### src/rtl/uart_pkg.sv
// ---------------------------------------------------------------------------
// uart_pkg
// Types and helpers shared by the UART transmit controller and its FIFO.
//   tx_state_t  : controller FSM states.
//   calc_parity : parity bit over one data byte (even or odd).
//   frame_bits  : serial bit periods in one frame (start + 8 data + parity + stop).
// ---------------------------------------------------------------------------
package uart_pkg;

   typedef enum logic [1:0] {
      IDLE = 2'd0,
      LOAD = 2'd1,
      BITS = 2'd2,
      STOP = 2'd3
   } tx_state_t;

   // Even parity is the XOR of the data bits; odd parity is its complement.
   function automatic logic calc_parity(input logic [7:0] data, input logic odd);
      return odd ? ~^data : ^data;
   endfunction

   function automatic int frame_bits(input int parity_en, input int stop_bits);
      return 9 + parity_en + stop_bits;
   endfunction

endpackage

### src/rtl/uart_tx_fifo.sv
// ---------------------------------------------------------------------------
// uart_tx_fifo
// Synchronous first-word-fall-through FIFO holding bytes waiting to be sent.
// The head entry is always visible on dout_o; pop_i discards it.
//   clk_i    : clock, rising edge
//   rst_i    : asynchronous active-high reset (flushes pointers and level)
//   push_i   : write din_i (ignored when full)
//   din_i    : write data
//   pop_i    : discard head entry (ignored when empty)
//   dout_o   : head entry
//   full_o   : level == DEPTH
//   empty_o  : level == 0
//   level_o  : current occupancy
// ---------------------------------------------------------------------------
module uart_tx_fifo
   import uart_pkg::*;
#(
   parameter int DEPTH = 4,
   parameter int WIDTH = 8,
   parameter int LW    = $clog2(DEPTH + 1)
) (
   input  logic             clk_i,
   input  logic             rst_i,
   input  logic             push_i,
   input  logic [WIDTH-1:0] din_i,
   input  logic             pop_i,
   output logic [WIDTH-1:0] dout_o,
   output logic             full_o,
   output logic             empty_o,
   output logic [LW-1:0]    level_o
);

   localparam int AW = (DEPTH > 1) ? $clog2(DEPTH) : 1;
   localparam logic [LW-1:0] LEVEL_FULL = LW'(DEPTH);

   logic [WIDTH-1:0] mem_q [DEPTH];
   logic [AW-1:0]    wr_ptr_q;
   logic [AW-1:0]    wr_ptr_d;
   logic [AW-1:0]    rd_ptr_q;
   logic [AW-1:0]    rd_ptr_d;
   logic [LW-1:0]    level_q;
   logic [LW-1:0]    level_d;
   logic             do_push;
   logic             do_pop;

   assign full_o  = (level_q == LEVEL_FULL);
   assign empty_o = (level_q == '0);
   assign level_o = level_q;
   assign dout_o  = mem_q[rd_ptr_q];

   assign do_push = push_i && !full_o;
   assign do_pop  = pop_i && !empty_o;

   // Depth is a power of two, so the pointers wrap naturally.
   always_comb begin
      wr_ptr_d = wr_ptr_q;
      rd_ptr_d = rd_ptr_q;
      level_d  = level_q;
      if (do_push) begin
         wr_ptr_d = wr_ptr_q + 1'b1;
      end
      if (do_pop) begin
         rd_ptr_d = rd_ptr_q + 1'b1;
      end
      case ({do_push, do_pop})
         2'b10:   level_d = level_q + 1'b1;
         2'b01:   level_d = level_q - 1'b1;
         default: level_d = level_q;
      endcase
   end

   always_ff @(posedge clk_i or posedge rst_i) begin
      if (rst_i) begin
         wr_ptr_q <= '0;
         rd_ptr_q <= '0;
         level_q  <= '0;
      end else begin
         wr_ptr_q <= wr_ptr_d;
         rd_ptr_q <= rd_ptr_d;
         level_q  <= level_d;
      end
   end

   // Storage needs no reset: an entry is only read after it has been written.
   always_ff @(posedge clk_i) begin
      if (do_push) begin
         mem_q[wr_ptr_q] <= din_i;
      end
   end

endmodule

### src/rtl/uart_tx_ctrl.sv
// ---------------------------------------------------------------------------
// uart_tx_ctrl
// Sequencing controller for the UART transmit shift datapath. Buffers bytes
// from a valid/ready interface, times each serial bit period and tells the
// datapath when to load a frame, shift to the next bit and drive the stop bit.
//   clk        : system clock, rising edge
//   reset      : asynchronous active-high reset
//   s_data     : byte to transmit
//   s_valid    : s_data valid
//   s_ready    : FIFO not full (combinational)
//   dp_load    : pulse, datapath captures dp_frame and starts the start bit
//   dp_frame   : {parity_or_1, data}; meaningful in the dp_load cycle, else 9'h1FF
//   dp_shift   : pulse, datapath advances to the next data/parity bit
//   dp_stop    : pulse, datapath drives the line high for the stop bit(s)
//   frame_done : pulse in the last cycle of the final stop period
//   tx_busy    : controller not idle
//   fifo_level : FIFO occupancy
// ---------------------------------------------------------------------------
module uart_tx_ctrl
   import uart_pkg::*;
#(
   parameter int CLKS_PER_BIT = 16,
   parameter int FIFO_DEPTH   = 4,
   parameter int PARITY_EN    = 1,
   parameter int PARITY_ODD   = 0,
   parameter int STOP_BITS    = 1
) (
   input  logic                             clk,
   input  logic                             reset,
   input  logic [7:0]                       s_data,
   input  logic                             s_valid,
   output logic                             s_ready,
   output logic                             dp_load,
   output logic [8:0]                       dp_frame,
   output logic                             dp_shift,
   output logic                             dp_stop,
   output logic                             frame_done,
   output logic                             tx_busy,
   output logic [$clog2(FIFO_DEPTH+1)-1:0]  fifo_level
);

   localparam int LW         = $clog2(FIFO_DEPTH + 1);
   localparam int BW         = (CLKS_PER_BIT > 2) ? $clog2(CLKS_PER_BIT) : 1;
   localparam int FRAME_BITS = frame_bits(PARITY_EN, STOP_BITS);

   localparam logic [BW-1:0] BAUD_LAST = BW'(CLKS_PER_BIT - 1);
   // frame_done lands one cycle before the final stop period would wrap.
   localparam logic [BW-1:0] BAUD_DONE = BW'(CLKS_PER_BIT - 2);
   // Bit-period boundaries after the start bit: 8 data (+ parity) shifts, then
   // the boundary where bit_q reaches this value becomes the stop strobe.
   localparam logic [3:0]    STOP_IDX  = 4'(FRAME_BITS - STOP_BITS - 1);
   localparam logic [3:0]    STOP_LAST = 4'(STOP_BITS - 1);

   tx_state_t      state_q;
   tx_state_t      state_d;
   logic [BW-1:0]  baud_q;
   logic [BW-1:0]  baud_d;
   logic [3:0]     bit_q;
   logic [3:0]     bit_d;
   logic           baud_tick;

   logic           fifo_push;
   logic           fifo_pop;
   logic           fifo_full;
   logic           fifo_empty;
   logic [7:0]     fifo_head;
   logic [LW-1:0]  fifo_lvl;
   logic           par_bit;

   // -------------------------------------------------------------------------
   // Byte FIFO
   // -------------------------------------------------------------------------
   assign s_ready   = !fifo_full;
   assign fifo_push = s_valid && s_ready;

   uart_tx_fifo #(
      .DEPTH (FIFO_DEPTH),
      .WIDTH (8),
      .LW    (LW)
   ) u_fifo (
      .clk_i   (clk),
      .rst_i   (reset),
      .push_i  (fifo_push),
      .din_i   (s_data),
      .pop_i   (fifo_pop),
      .dout_o  (fifo_head),
      .full_o  (fifo_full),
      .empty_o (fifo_empty),
      .level_o (fifo_lvl)
   );

   assign fifo_level = fifo_lvl;

   // -------------------------------------------------------------------------
   // Frame word
   // -------------------------------------------------------------------------
   assign par_bit  = (PARITY_EN != 0) ? calc_parity(fifo_head, PARITY_ODD != 0) : 1'b1;
   assign dp_frame = (state_q == LOAD) ? {par_bit, fifo_head} : 9'h1FF;
   assign tx_busy  = (state_q != IDLE);

   // -------------------------------------------------------------------------
   // FSM and counters
   // -------------------------------------------------------------------------
   // The baud counter reads 0 in the cycle after LOAD, so a tick (BAUD_LAST)
   // falls exactly CLKS_PER_BIT cycles after LOAD and every period thereafter.
   assign baud_tick = (baud_q == BAUD_LAST);

   always_comb begin
      state_d    = state_q;
      baud_d     = baud_q;
      bit_d      = bit_q;
      dp_load    = 1'b0;
      dp_shift   = 1'b0;
      dp_stop    = 1'b0;
      frame_done = 1'b0;
      fifo_pop   = 1'b0;

      case (state_q)
         IDLE: begin
            baud_d = '0;
            bit_d  = '0;
            if (!fifo_empty) begin
               state_d = LOAD;
            end
         end

         LOAD: begin
            dp_load  = 1'b1;
            fifo_pop = 1'b1;
            baud_d   = '0;
            bit_d    = '0;
            state_d  = BITS;
         end

         BITS: begin
            baud_d = baud_tick ? '0 : baud_q + 1'b1;
            if (baud_tick) begin
               if (bit_q == STOP_IDX) begin
                  dp_stop = 1'b1;
                  bit_d   = '0;
                  state_d = STOP;
               end else begin
                  dp_shift = 1'b1;
                  bit_d    = bit_q + 4'd1;
               end
            end
         end

         STOP: begin
            // bit_q now counts completed stop periods, starting from the
            // dp_stop cycle which already used one cycle of the first period.
            baud_d = baud_tick ? '0 : baud_q + 1'b1;
            if (baud_tick) begin
               bit_d = bit_q + 4'd1;
            end
            if ((baud_q == BAUD_DONE) && (bit_q == STOP_LAST)) begin
               frame_done = 1'b1;
               baud_d     = '0;
               bit_d      = '0;
               state_d    = IDLE;
            end
         end

         default: begin
            state_d = IDLE;
         end
      endcase
   end

   always_ff @(posedge clk or posedge reset) begin
      if (reset) begin
         state_q <= IDLE;
         baud_q  <= '0;
         bit_q   <= '0;
      end else begin
         state_q <= state_d;
         baud_q  <= baud_d;
         bit_q   <= bit_d;
      end
   end

endmodule

### config.mk
export PLATFORM = sky130hd
export DESIGN_NAME = uart_tx_ctrl
export DESIGN_NICKNAME = d
export VERILOG_FILES = /design/src/rtl/uart_pkg.sv /design/src/rtl/uart_tx_fifo.sv /design/src/rtl/uart_tx_ctrl.sv
export SDC_FILE = /design/constraint.sdc
export NUM_CORES = 1
export LEC_CHECK = 0
export CAP_MARGIN = 20
export CORE_MARGIN = 2
export CORE_UTILIZATION = 30
export DETAILED_ROUTE_END_ITERATION = 12
export PLACE_DENSITY = 0.54
export SKIP_CTS_REPAIR_TIMING = 1
export SLEW_MARGIN = 20
export SYNTH_ARGS = -nofsm -noshare
export SYNTH_HDL_FRONTEND = slang
export SYNTH_SLANG_ARGS = --single-unit
export TNS_END_PERCENT = 30
### constraint.sdc
create_clock -name clk -period 6.1 [get_ports clk]
set_input_delay 0.61 -clock clk [delete_from_list [all_inputs] [get_ports clk]]
set_output_delay 0.61 -clock clk [all_outputs]
set_load 0.03 [all_outputs]
# [Word-level counts from Yosys, hierarchy flattened]
# Memories as Yosys holds them, arrays and structs flattened.
# Index checks and enable logic that the tools add are counted.
# W data, S select, Z words.
[totals] output_inout_bits=18 inputBits=11 reg_bits=17 word_cells=68 mem_bits_rw=32 memories=1
[classes] eq_ne=14 reduce_logical=15 n_mux=26 add_sub_neg=6
[memory_table] name="u_fifo.mem_q" words=4 width=8 rd=1 rd_clocked_by_memory_dff=0 wr=1 line_no="uart_tx_fifo.sv:36" source="logic [WIDTH-1:0] mem_q [DEPTH];"
[op_table] operator="$mux W4" count=6
[op_table] operator="$pmux W4 S3" count=2
[op_table] operator="$eq A4 B4 Y1 const B" count=3
[op_table] operator="$mux W1" count=11
[op_table] operator="$mux W9" count=1
[op_table] operator="$add A4 B1 Y4 const B" count=2
[op_table] operator="$mux W2" count=4
[op_table] operator="$ne A2 B2 Y1 const B" count=4
[op_table] operator="$pmux W2 S4" count=1
[op_table] operator="$reduce_xor A8 Y1" count=1
[op_table] operator="$eq A2 B2 Y1 const B" count=3
[op_table] operator="$pmux W3 S2" count=1
[op_table] operator="$add A2 B1 Y2 const B" count=2
[op_table] operator="$eq A2 B1 Y1 const B" count=2
[op_table] operator="$logic_and A1 B1 Y1" count=4
[op_table] operator="$logic_not A4 Y1" count=1
[op_table] operator="$reduce_and A4 Y1" count=1
[op_table] operator="$reduce_bool A2 Y1" count=2
[op_table] operator="$add A3 B1 Y3 const B" count=1
[op_table] operator="$eq A3 B3 Y1 const B" count=1
[op_table] operator="$logic_not A3 Y1" count=1
[op_table] operator="$ne A3 B3 Y1 const B" count=1
[op_table] operator="$sub A3 B1 Y3 const B" count=1
[op_table] operator="$logic_not A1 Y1" count=2
[op_table] operator="3 further kinds" count=3

# [Longest topological paths before layout]
# Gate-level depths: netlist (run 1).
[logic_depth] word_depth=6 ltp_mapped=9 mapped_depth_nobuf=9

# [Modules after synthesis]
# A second synthesis (run 1) with hierarchy kept.
[hier_totals] hier_cells=171 area_unflattened_um2=2441.1
[modules_own_cells] module="uart_tx_fifo" area_per_inst_um2=1596.5 instances=1 seq_area_each_um2=1136.1 cells_each=80
[modules_own_cells] module="uart_tx_ctrl" area_per_inst_um2=844.6 instances=1 seq_area_each_um2=250.2 cells_each=91

# [Worst setup path after synthesis (run 1)]
# No wires, ideal clock.
[synth_path] path_type="register to register" start="reg state_q[1]" end="reg u_fifo.level_q[2] (netlist: u_fifo.level_o[2])" path_buffers=0 slack_ns=3.769 setup_time_ns=0.080 synth_period_minus_slack_ns=2.331 stages_incl_launch_ff=10 required_time_ns=6.020 arrival_time_ns=2.250 cell_sequence="dfrtp_1 > inv_1 > ha_1 > nor2b_1 > ha_1 > inv_1 > fa_1 > xor2_1 > nor2_1 > xor2_1"
[synth_between] elab_chain_cells=5 word_cells_on_any_way=7 classes_between="eq/ne: 3; mux: 2; reduce/logical: 2"
[synth_lines] element="from (decl)" line_no="uart_tx_ctrl.sv:54" source="tx_state_t state_q;"
[synth_lines] element="from (signal assigned)" line_no="uart_tx_ctrl.sv:176" source="state_q <= state_d;"
[synth_lines] element="$eq A2 B1 Y1 *"
[synth_lines] element="$mux W1 *"
[synth_lines] element="named net dp_load" line_no="uart_tx_ctrl.sv:33" source="output logic dp_load,"
[synth_lines] element="$logic_and A1 B1 Y1 *" line_no="uart_tx_fifo.sv:52" source="assign do_pop = pop_i && !empty_o;"
[synth_lines] element="named net u_fifo.do_pop" line_no="uart_tx_fifo.sv:44" source="logic do_pop;"
[synth_lines] element="$eq A2 B1 Y1 / $eq A2 B2 Y1 (equally long branches)" line_no="uart_tx_fifo.sv:65" source="case ({do_push, do_pop})"
[synth_lines] element="$pmux W3 S2 / $reduce_bool A2 Y1 (equally long branches)"
[synth_lines] element="to (signal assigned)" line_no="uart_tx_fifo.sv:80" source="level_q <= level_d;"
[synth_lines] element="to (decl)" line_no="uart_tx_fifo.sv:41" source="logic [LW-1:0] level_q;"
# Mark *: on every way through the listed nets, which the timed path passes. The rest lies on a longest branch.
# A chain may end at the register's enable or synchronous reset.

# [Worst setup path in the final report (run 1)]
[layout_path] start="reg u_fifo.rd_ptr_q[0]" end="out dp_frame[8]"
[layout_between] elab_chain_cells=3
[layout_lines] element="from (decl)" line_no="uart_tx_fifo.sv:39" source="logic [AW-1:0] rd_ptr_q;"
[layout_lines] element="from (signal assigned)" line_no="uart_tx_fifo.sv:79" source="rd_ptr_q <= rd_ptr_d;"
[layout_lines] element="$mem_v2 Z4 W8"
[layout_lines] element="$reduce_xor A8 Y1" line_no="uart_pkg.sv:19" source="return odd ? ~^data : ^data;"
[layout_lines] element="$mux W9" line_no="uart_tx_ctrl.sv:98" source="assign dp_frame = (state_q == LOAD) ? {par_bit, fifo_head} : 9'h1FF;"
[layout_lines] element="to (decl)" line_no="uart_tx_ctrl.sv:34" source="output logic [8:0] dp_frame,"
# Every way passes these cells.

==> out/results.md, run 1 <==
| Quantity | Value |
| --- | --- |
| Sequential Power Share | 51.3% |
| Initial antenna violation count | 0 |
| Final setup fails | 0 |
| Wire per inst | 13.8 µm |
| Gate count of the mapped netlist | 160 |
| Power density over the cells | 311 nW/µm² |
| Unrepaired setup endpoints after global routing | no |
| Yosys top cell area share | 41.5% |
| Fmax | 0.293 GHz |
| Average instance area after synthesis | 14.5 µm² |
| Cell with the most instances after synthesis | sky130_fd_sc_hd__edfxtp_1 |
| Cell with the largest stage delay on the worst path | sky130_fd_sc_hd__dfrtp_1 |
| Count of cells along the worst register-to-register path | 9 |
| Clock share of power | 26.0% |
| Sinks on the clock net | 49 |
| Top fanout value on the critical path | 10 |
| Fraction of final layout cells sized beyond drive strength 1 | 8.29% |
| Clock-pin slew on the worst setup and hold paths | 0.09 ns |
| Register bit total from synthesis | 49 |
| Total wire length after detailed routing | 4070 µm |
| Ranking of synthesized cells by instance count | sky130_fd_sc_hd__edfxtp_1 (32), sky130_fd_sc_hd__dfrtp_1 (17), sky130_fd_sc_hd__ha_1 (15) |
| Post-placement setup slack | 2.94 ns |
| Area leader, netlist | sky130_fd_sc_hd__edfxtp_1 |
| Final RePlAce weighted congestion | 0.696 |
| Final hold violations | 0 |
| CP most frequent cell | sky130_fd_sc_hd__xnor2_1 |
| NetSw | 243 µW |
| Status | finished, final reports clean |
| Growth of design area from synthesis to finish | 21.6% |
| Number of optimization iterations in the first detailed-route pass | 4 |
| CTS buffer count | 5 |
| Critical Setup Path Class | flop to output port |
| Worst setup startpoint | u_fifo.rd_ptr_q[0] |
| Number of H-tree levels | 2 |
| Area taken by flip-flops and latches | 1390 µm² |
| Remaining max-slew budget at the tightest pin | 54.3% |
| Starting DRT DRC Count | 110 |
| Clock latency at the later pin of the worst-skew pair | 0.30 ns |
| Via count of the routed design | 1305 |
| Total negative setup slack | 0 ns |
| # rows | 32 |
| Combinational fraction of design power | 22.7% |
| Die H | 91.8 µm |
| Longest individual stage delay on the worst path | 0.70 ns |
| Ordered cell list for the critical path | mux4_2 -> xnor2_1 -> xnor2_1 -> xnor2_1 -> nand2_1 -> clkdlybuf4s50_1 |
| Most frequently used flop master after synthesis | sky130_fd_sc_hd__edfxtp_1 |
| Sequential cell area fraction in the yosys report | 59.9% |
| Int Pwr | 631 µW |
| Overall die area | 8430 µm² |
| Combined area of all synthesized cells | 2310 µm² |
| Leftover overflow at the end of global routing | 0 |
| Number of nets in the synthesized netlist | 187 |
| Kind of end point of the critical path | output port |
| Worst EP required | 5.49 ns |
| Starting density of the core | 30.4% |
| Proportion of total power due to net switching | 27.8% |
| Time the worst path needs with I/O delays and setup | 3.41 ns |
| Reg-to-reg critical path endpoint | u_fifo.level_o[2] |
| Post-synth EDFFs | 32 |
| Wire length of the first global-routing pass | 6710 µm |
| Count of antenna diodes in the layout | 0 |
| Avg Vias per Cell | 4.42 |
| Critical Path End | dp_frame[8] |
| Post-synthesis cell type count | 30 |
| Detailed Place HPWL | 2980 µm |
| Max Buffers Root-to-Sink | 2 |
| Gr usage total | 10.2% |
| Number of max-cap violations | 0 |
| Multi-input gate area | 858 µm² |
| Main area contributors after synthesis | sky130_fd_sc_hd__edfxtp_1 (42%), sky130_fd_sc_hd__dfrtp_1 (18%), sky130_fd_sc_hd__ha_1 (8.1%) |
| Total core area | 7610 µm² |
| Data arrival time of the critical path | 2.80 ns |
| Leakage power | 0.00109 µW |
| Boundary pin count | 29 |
| Maximum VDD drop | 0.000104 V |
| Horizontal die dimension | 91.8 µm |
| Hold/Removal Path Class | flop to flop |
| Final critical-path share of the clock period | 56.0% |
| Vias in the first global route | 1342 |
| Synth async-reset ratio | 34.7% |
| Drc violations | 0 |
| Fillers | 764 |
| PnR worst setup slack | 2.69 ns |
| FF-to-FF setup slack | 3.57 ns |
| Number of warnings reported in the yosys synthesis log | 0 |
| Final setup skew | 0.00311 ns |
| Slew at the pin closest to its max-slew limit | 0.684 ns |
| Largest net degree at the start of global routing | 18 |
| Number of I/O port buffers | 28 |
| Nets | 219 |
| Clock tree from TritonCTS | yes |
| Antenna viol nets, final | 0 |
| Beginning of the worst register-to-register path | state_q[1] |
| CTS Root Cell | sky130_fd_sc_hd__clkbuf_8 |
| Slew Viols, Final | 0 |
| Category of the worst setup path launch point | flop |
[kinds of logic after synthesis]
kind of cell / count (synthesis) / synth area share [%]
xor gates and xnor gates: 15 / 5.68
AOI/OAI and AO/OA: 12 / 3.57
and+or+nand+nor: 40 / 9.25
DFF: 49 / 59.9
buffers and inverters: 16 / 2.97
adders and majority gates: 16 / 8.98
muxes: 12 / 9.63
[placed cells by master (no fill, tap or decap), types with 3 or more instances in the layout]
cell                              Yosys  layout
sky130_fd_sc_hd__xnor2_1             11      11
sky130_fd_sc_hd__nand2b_1            10      10
sky130_fd_sc_hd__inv_1               13      13
sky130_fd_sc_hd__xor2_1               4       4
sky130_fd_sc_hd__nand2_1              6       6
sky130_fd_sc_hd__clkbuf_8             0       5
sky130_fd_sc_hd__dfrtp_1             17      17
sky130_fd_sc_hd__clkdlybuf4s50_1      0      28
sky130_fd_sc_hd__and3_1               7       7
sky130_fd_sc_hd__edfxtp_1            32      32
sky130_fd_sc_hd__ha_1                15      15
sky130_fd_sc_hd__mux4_2               8       8
sky130_fd_sc_hd__o21ai_0              3       3
sky130_fd_sc_hd__nor2_1               8       8
sky130_fd_sc_hd__nand3_1              4       4
[routing by layer]
layer  track usage [%]  routed length, µm  vias up  share of wire (%)
met3              1.81                100        5                2.5
met5                 0                  0        -                  0
li1                  -                  -      627                  -
met1              13.6               1920      653                 47
met4              3.73                 73        0                1.8
met2              16.5               1970       20                 48
[metrics by stage]
stage | utilization [%] | hold slack [ns] | instance area [µm²] | instances | power [µW]
after detailed placement | 35.5 | 0.492 | 2700 | 287 | 661
final | 37.0 | 0.501 | 2810 | 295 | 874
after global routing | 37.0 | 0.515 | 2810 | 295 | 921
after CTS | 37.0 | 0.504 | 2810 | 295 | 886
after floorplan | - | 0.454 | 2310 | 160 | 587
after global placement | 35.5 | 0.483 | 2700 | 287 | 656
[sequential cells by signal, indices dropped and copies added (netlist names)]
register	cells
u_fifo.mem_q	32
baud_q	4
bit_q	4
u_fifo.level_o	3
state_q	2
u_fifo.rd_ptr_q	2
u_fifo.wr_ptr_q	2
[how the worst min path moves through the flow]
stage / startpoint / to / slack [ns] / cells after the start
2_1_floorplan: baud_q[0] / baud_q[0] / 0.45 / 1
3_5_place_dp: baud_q[0] / baud_q[0] / 0.49 / 1
3_3_place_gp: baud_q[0] / baud_q[0] / 0.48 / 1
5_1_grt: baud_q[0] / baud_q[0] / 0.51 / 1
4_1_cts: baud_q[0] / baud_q[0] / 0.50 / 1
6_report: baud_q[0] / baud_q[0] / 0.50 / 1
[worst max-delay path, delay by kind of cell (launching register included)]
family,cells,cell delay [ns]
xor+xnor,3,0.49
simple gates,1,0.06
mux,1,0.60
buf+inv,1,0.66
flops,1,0.70
[layout make-up]
class | instances | area share [%]
flip-flops and latches | 49 | 49.3
multi-input cells | 95 | 30.5
repair buffers | 28 | 9.96
well taps | 102 | 4.54
clock buffers | 6 | 2.58
inverters | 13 | 1.73
clock inverters | 2 | 1.38
[power groups by stage]
stage	clock network (µW)	logic, µW	registers [µW]
after floorplan	0	119	467
after global placement	0	199	457
after detailed placement	0	203	458
after CTS	232	203	450
after global routing	244	222	455
final	228	198	448
Note: power is estimated with default switching activity, not from simulation.
==> inputs of run 2 (changes only) <==
--- a/config.mk
+++ b/config.mk
@@ -9,7 +9,7 @@
 export CORE_MARGIN = 2
 export CORE_UTILIZATION = 30
 export DETAILED_ROUTE_END_ITERATION = 12
-export PLACE_DENSITY = 0.54
+export PLACE_DENSITY = 0.56
 export SKIP_CTS_REPAIR_TIMING = 1
 export SLEW_MARGIN = 20
 export SYNTH_ARGS = -nofsm -noshare
==> constraint.sdc (replaced) <==
create_clock -name clk -period 3 [get_ports clk]
set_input_delay 0.3 -clock clk [delete_from_list [all_inputs] [get_ports clk]]
set_output_delay 0.3 -clock clk [all_outputs]
set_load 0.03 [all_outputs]
==> run 2 against run 1 <==
Worst setup slack worse by 2.3 ns. Flip-flop and latch count unchanged. Core utilization down 0.099 points. Count of clock-buffer cells in the layout up 2. Global-route usage down 0.055 points. Register-to-register slack worse by 2.9 ns. Largest cell class unchanged. Critical path type unchanged. Critical path depth up 1. Clock power up 56%. Worst hold slack worse by 0.11 ns.
==> out/results.md, run 2 (same netlist as run 1, synthesis figures left out) <==
| Quantity | Value | Delta |
| --- | --- | --- |
| Crit. path cell count | 7 | +1 |
| Die H | 91.8 µm | unchanged |
| Initial antenna violation count | 0 | unchanged |
| Starting density of the core | 30.4% | unchanged |
| Vias in the first global route | 1347 | +0.37% |
| CTS buffer count | 5 | unchanged |
| Category of the worst setup path launch point | flop |  |
| Max Buffers Root-to-Sink | 2 | unchanged |
| Critical Setup Path Class | flop to output port |  |
| Slew at the pin closest to its max-slew limit | 0.642 ns | -0.0427 ns |
| Antenna viol nets, final | 0 | unchanged |
| Fraction of final layout cells sized beyond drive strength 1 | 9.18% | +0.89 points |
| Status | finished, final reports clean |  |
| Number of flip-flops in the largest register | 32 | unchanged |
| Number of optimization iterations in the first detailed-route pass | 5 | +1 |
| Beginning of the worst register-to-register path | state_q[1] |  |
| Leftover overflow at the end of global routing | 0 | unchanged |
| Final critical-path share of the clock period | 86.1% |  |
| Ordered cell list for the critical path | buf_2 -> mux4_2 -> xnor2_1 -> xnor2_1 -> xnor2_1 -> nand2_1 -> dlymetal6s2s_1 |  |
| Top fanout value on the critical path | 6 | -4 |
| Longest individual stage delay on the worst path | 0.55 ns | -0.15 ns |
| Power density over the cells | 595 nW/µm² | +91% |
| CP most frequent cell | sky130_fd_sc_hd__xnor2_1 |  |
| Data arrival time of the critical path | 2.28 ns | -0.52 ns |
| Commonest non-fill, non-tap cell in the layout | sky130_fd_sc_hd__edfxtp_1 |  |
| Starting DRT DRC Count | 106 | -3.6% |
| Clock latency at the later pin of the worst-skew pair | 0.29 ns | about the same |
| Horizontal die dimension | 91.8 µm | unchanged |
| Final Non-Filler Cells | 298 | +1.0% |
| Fmax | 0.387 GHz |  |
| Count of antenna diodes in the layout | 0 | unchanged |
| Boundary pin count | 29 | unchanged |
| Growth of design area from synthesis to finish | 21.3% |  |
| Final Instance Area | 2810 µm² | -0.27% |
| Wire per inst | 13.1 µm | -5.3% |
| Final setup skew | 0.00457 ns | +0.00146 ns |
| Hold/Removal Path Class | primary input to async pin |  |
| Worst EP required | 2.70 ns | -2.79 ns |
| Sinks on the clock net | 49 | unchanged |
| Cell with the largest stage delay on the worst path | sky130_fd_sc_hd__mux4_2 |  |
| CTS Root Cell | sky130_fd_sc_hd__clkbuf_8 |  |
| Final RePlAce weighted congestion | 0.740 | +6.3% |
| Clock-pin slew on the worst setup and hold paths | 0.08 ns | about the same |
| Maximum VDD drop | 0.000229 V | +120% |
| Slew Viols, Final | 0 | unchanged |
| Clock tree from TritonCTS | yes |  |
| Final setup fails | 0 | unchanged |
| Final hold violations | 0 | unchanged |
| Number of I/O port buffers | 28 | unchanged |
| # rows | 32 | unchanged |
| Detailed Place HPWL | 2960 µm | -0.56% |
| Via count of the routed design | 1309 | +0.31% |
| Area after DPL | 2710 µm² | +0.28% |
| Overall die area | 8430 µm² | unchanged |
| Wire length of the first global-routing pass | 6630 µm | -1.2% |
| Commonest cells after routing, fill and taps aside | sky130_fd_sc_hd__edfxtp_1 (32), sky130_fd_sc_hd__clkdlybuf4s50_1 (27), sky130_fd_sc_hd__dfrtp_1 (16) |  |
| Unrepaired setup endpoints after global routing | no |  |
| Biggest registers after layout | u_fifo.mem_q x32, baud_q x4, bit_q x4 |  |
| Leakage power | 0.00109 µW | -0.44% |
| Number of H-tree levels | 2 | unchanged |
| Number of max-cap violations | 0 | unchanged |
| Worst setup startpoint | u_fifo.rd_ptr_q[0] |  |
| Biggest register | u_fifo.mem_q |  |
| Remaining max-slew budget at the tightest pin | 57.2% | +2.8 points |
| Critical path buffers and inverters | 2 | +1 |
| Total wire length after detailed routing | 3890 µm | -4.4% |
| Nets | 222 | +1.4% |
| Utilization after layout | 36.9% | -0.099 points |
| Final Total Pwr | 1670 µW | +91% |
| Drc violations | 0 | unchanged |
| Family with the most delay on the worst path | multiplexers |  |
| Kind of end point of the critical path | output port |  |
| Time the worst path needs with I/O delays and setup | 2.58 ns |  |
| Avg Vias per Cell | 4.39 | -0.70% |
| PnR worst setup slack | 0.417 ns | -2.27 ns |
| Total core area | 7610 µm² | unchanged |
| Post-placement setup slack | 0.203 ns | -2.74 ns |
| Largest net degree at the start of global routing | 18 | unchanged |
| Total instance count after detailed placement | 288 | +0.35% |
| Gr usage total | 10.1% | -0.055 points |
| Count of cells along the worst register-to-register path | 10 | +1 |
[run 2: cell types whose count changed in the layout (fill, tap and decap cells not counted)]
| cell | change |
|---|---|
| sky130_fd_sc_hd__buf_4 | +2 |
| sky130_fd_sc_hd__dfrtp_2 | +1 |
| sky130_fd_sc_hd__dlymetal6s2s_1 | +1 |
| sky130_fd_sc_hd__clkdlybuf4s50_1 | -1 |
| sky130_fd_sc_hd__clkbuf_1 | +2 |
| sky130_fd_sc_hd__buf_2 | +1 |
| sky130_fd_sc_hd__clkinv_4 | -1 |
| sky130_fd_sc_hd__bufinv_16 | -1 |
| sky130_fd_sc_hd__dfrtp_1 | -1 |
[run 2: stage by stage]
step	setup TNS (ns)	hold WS, ns
after CTS	-0.132	0.418
after floorplan	0	0.226
after detailed placement	0	0.490
after global routing	0	0.450
after global placement	0	0.483
final	0	0.393
[run 2: worst paths after layout]
kind                                       to  slack [ns]
hold reg to reg                     baud_q[0]        0.50
hold / removal                     state_q[1]        0.39
setup / recovery                  dp_frame[8]        0.42
max in group asynchronous  u_fifo.rd_ptr_q[0]        2.16
setup reg to reg            u_fifo.level_o[2]        0.66
min in group clk                    baud_q[0]        0.50
[run 2: layout make-up]
class,count,area [µm²]
tap,102,128
fill,738,4800
clock buffer,8,80.1
sequential,49,1390
multi-input combinational,95,858
timing repair buffer,31,303
inverter,13,48.8
[run 2: worst register-to-register path, cell delays in order, from the launching register on]
cell and delay [ns]:
sky130_fd_sc_hd__dfrtp_1 0.41, sky130_fd_sc_hd__inv_1 0.11, sky130_fd_sc_hd__ha_1 0.15, sky130_fd_sc_hd__buf_4 0.17
sky130_fd_sc_hd__nor2b_1 0.33, sky130_fd_sc_hd__ha_1 0.26, sky130_fd_sc_hd__inv_1 0.06, sky130_fd_sc_hd__fa_1 0.38
sky130_fd_sc_hd__xor2_1 0.15, sky130_fd_sc_hd__nor2_1 0.11, sky130_fd_sc_hd__xor2_1 0.14
[run 2: per-layer routing]
metal,vias up,part of all wire (%),GRT usage (%)
met5,-,0,0
met4,0,0.92,4.10
met3,2,3.4,2.47
met2,29,49,16.5
met1,638,46,12.9
li1,640,-,-
[run 2: where the power goes]
part	internal, µW	leakage (µW)	switching (µW)
Clock	166	0.0000395	190
Combinational	179	0.000563	219
Sequential	854	0.000485	61.1
Total	1200	0.00109	471
==> inputs of run 3 (changes only) <==
--- a/config.mk
+++ b/config.mk
@@ -9,9 +9,10 @@
 export CORE_MARGIN = 2
 export CORE_UTILIZATION = 30
 export DETAILED_ROUTE_END_ITERATION = 12
+export HOLD_SLACK_MARGIN = 0.1
 export PLACE_DENSITY = 0.56
 export SKIP_CTS_REPAIR_TIMING = 1
-export SLEW_MARGIN = 20
+export SLEW_MARGIN = 15
 export SYNTH_ARGS = -nofsm -noshare
 export SYNTH_HDL_FRONTEND = slang
 export SYNTH_SLANG_ARGS = --single-unit
==> results of run 3 <==
The final DEF is identical to that of run 2; final timing and power are the same.
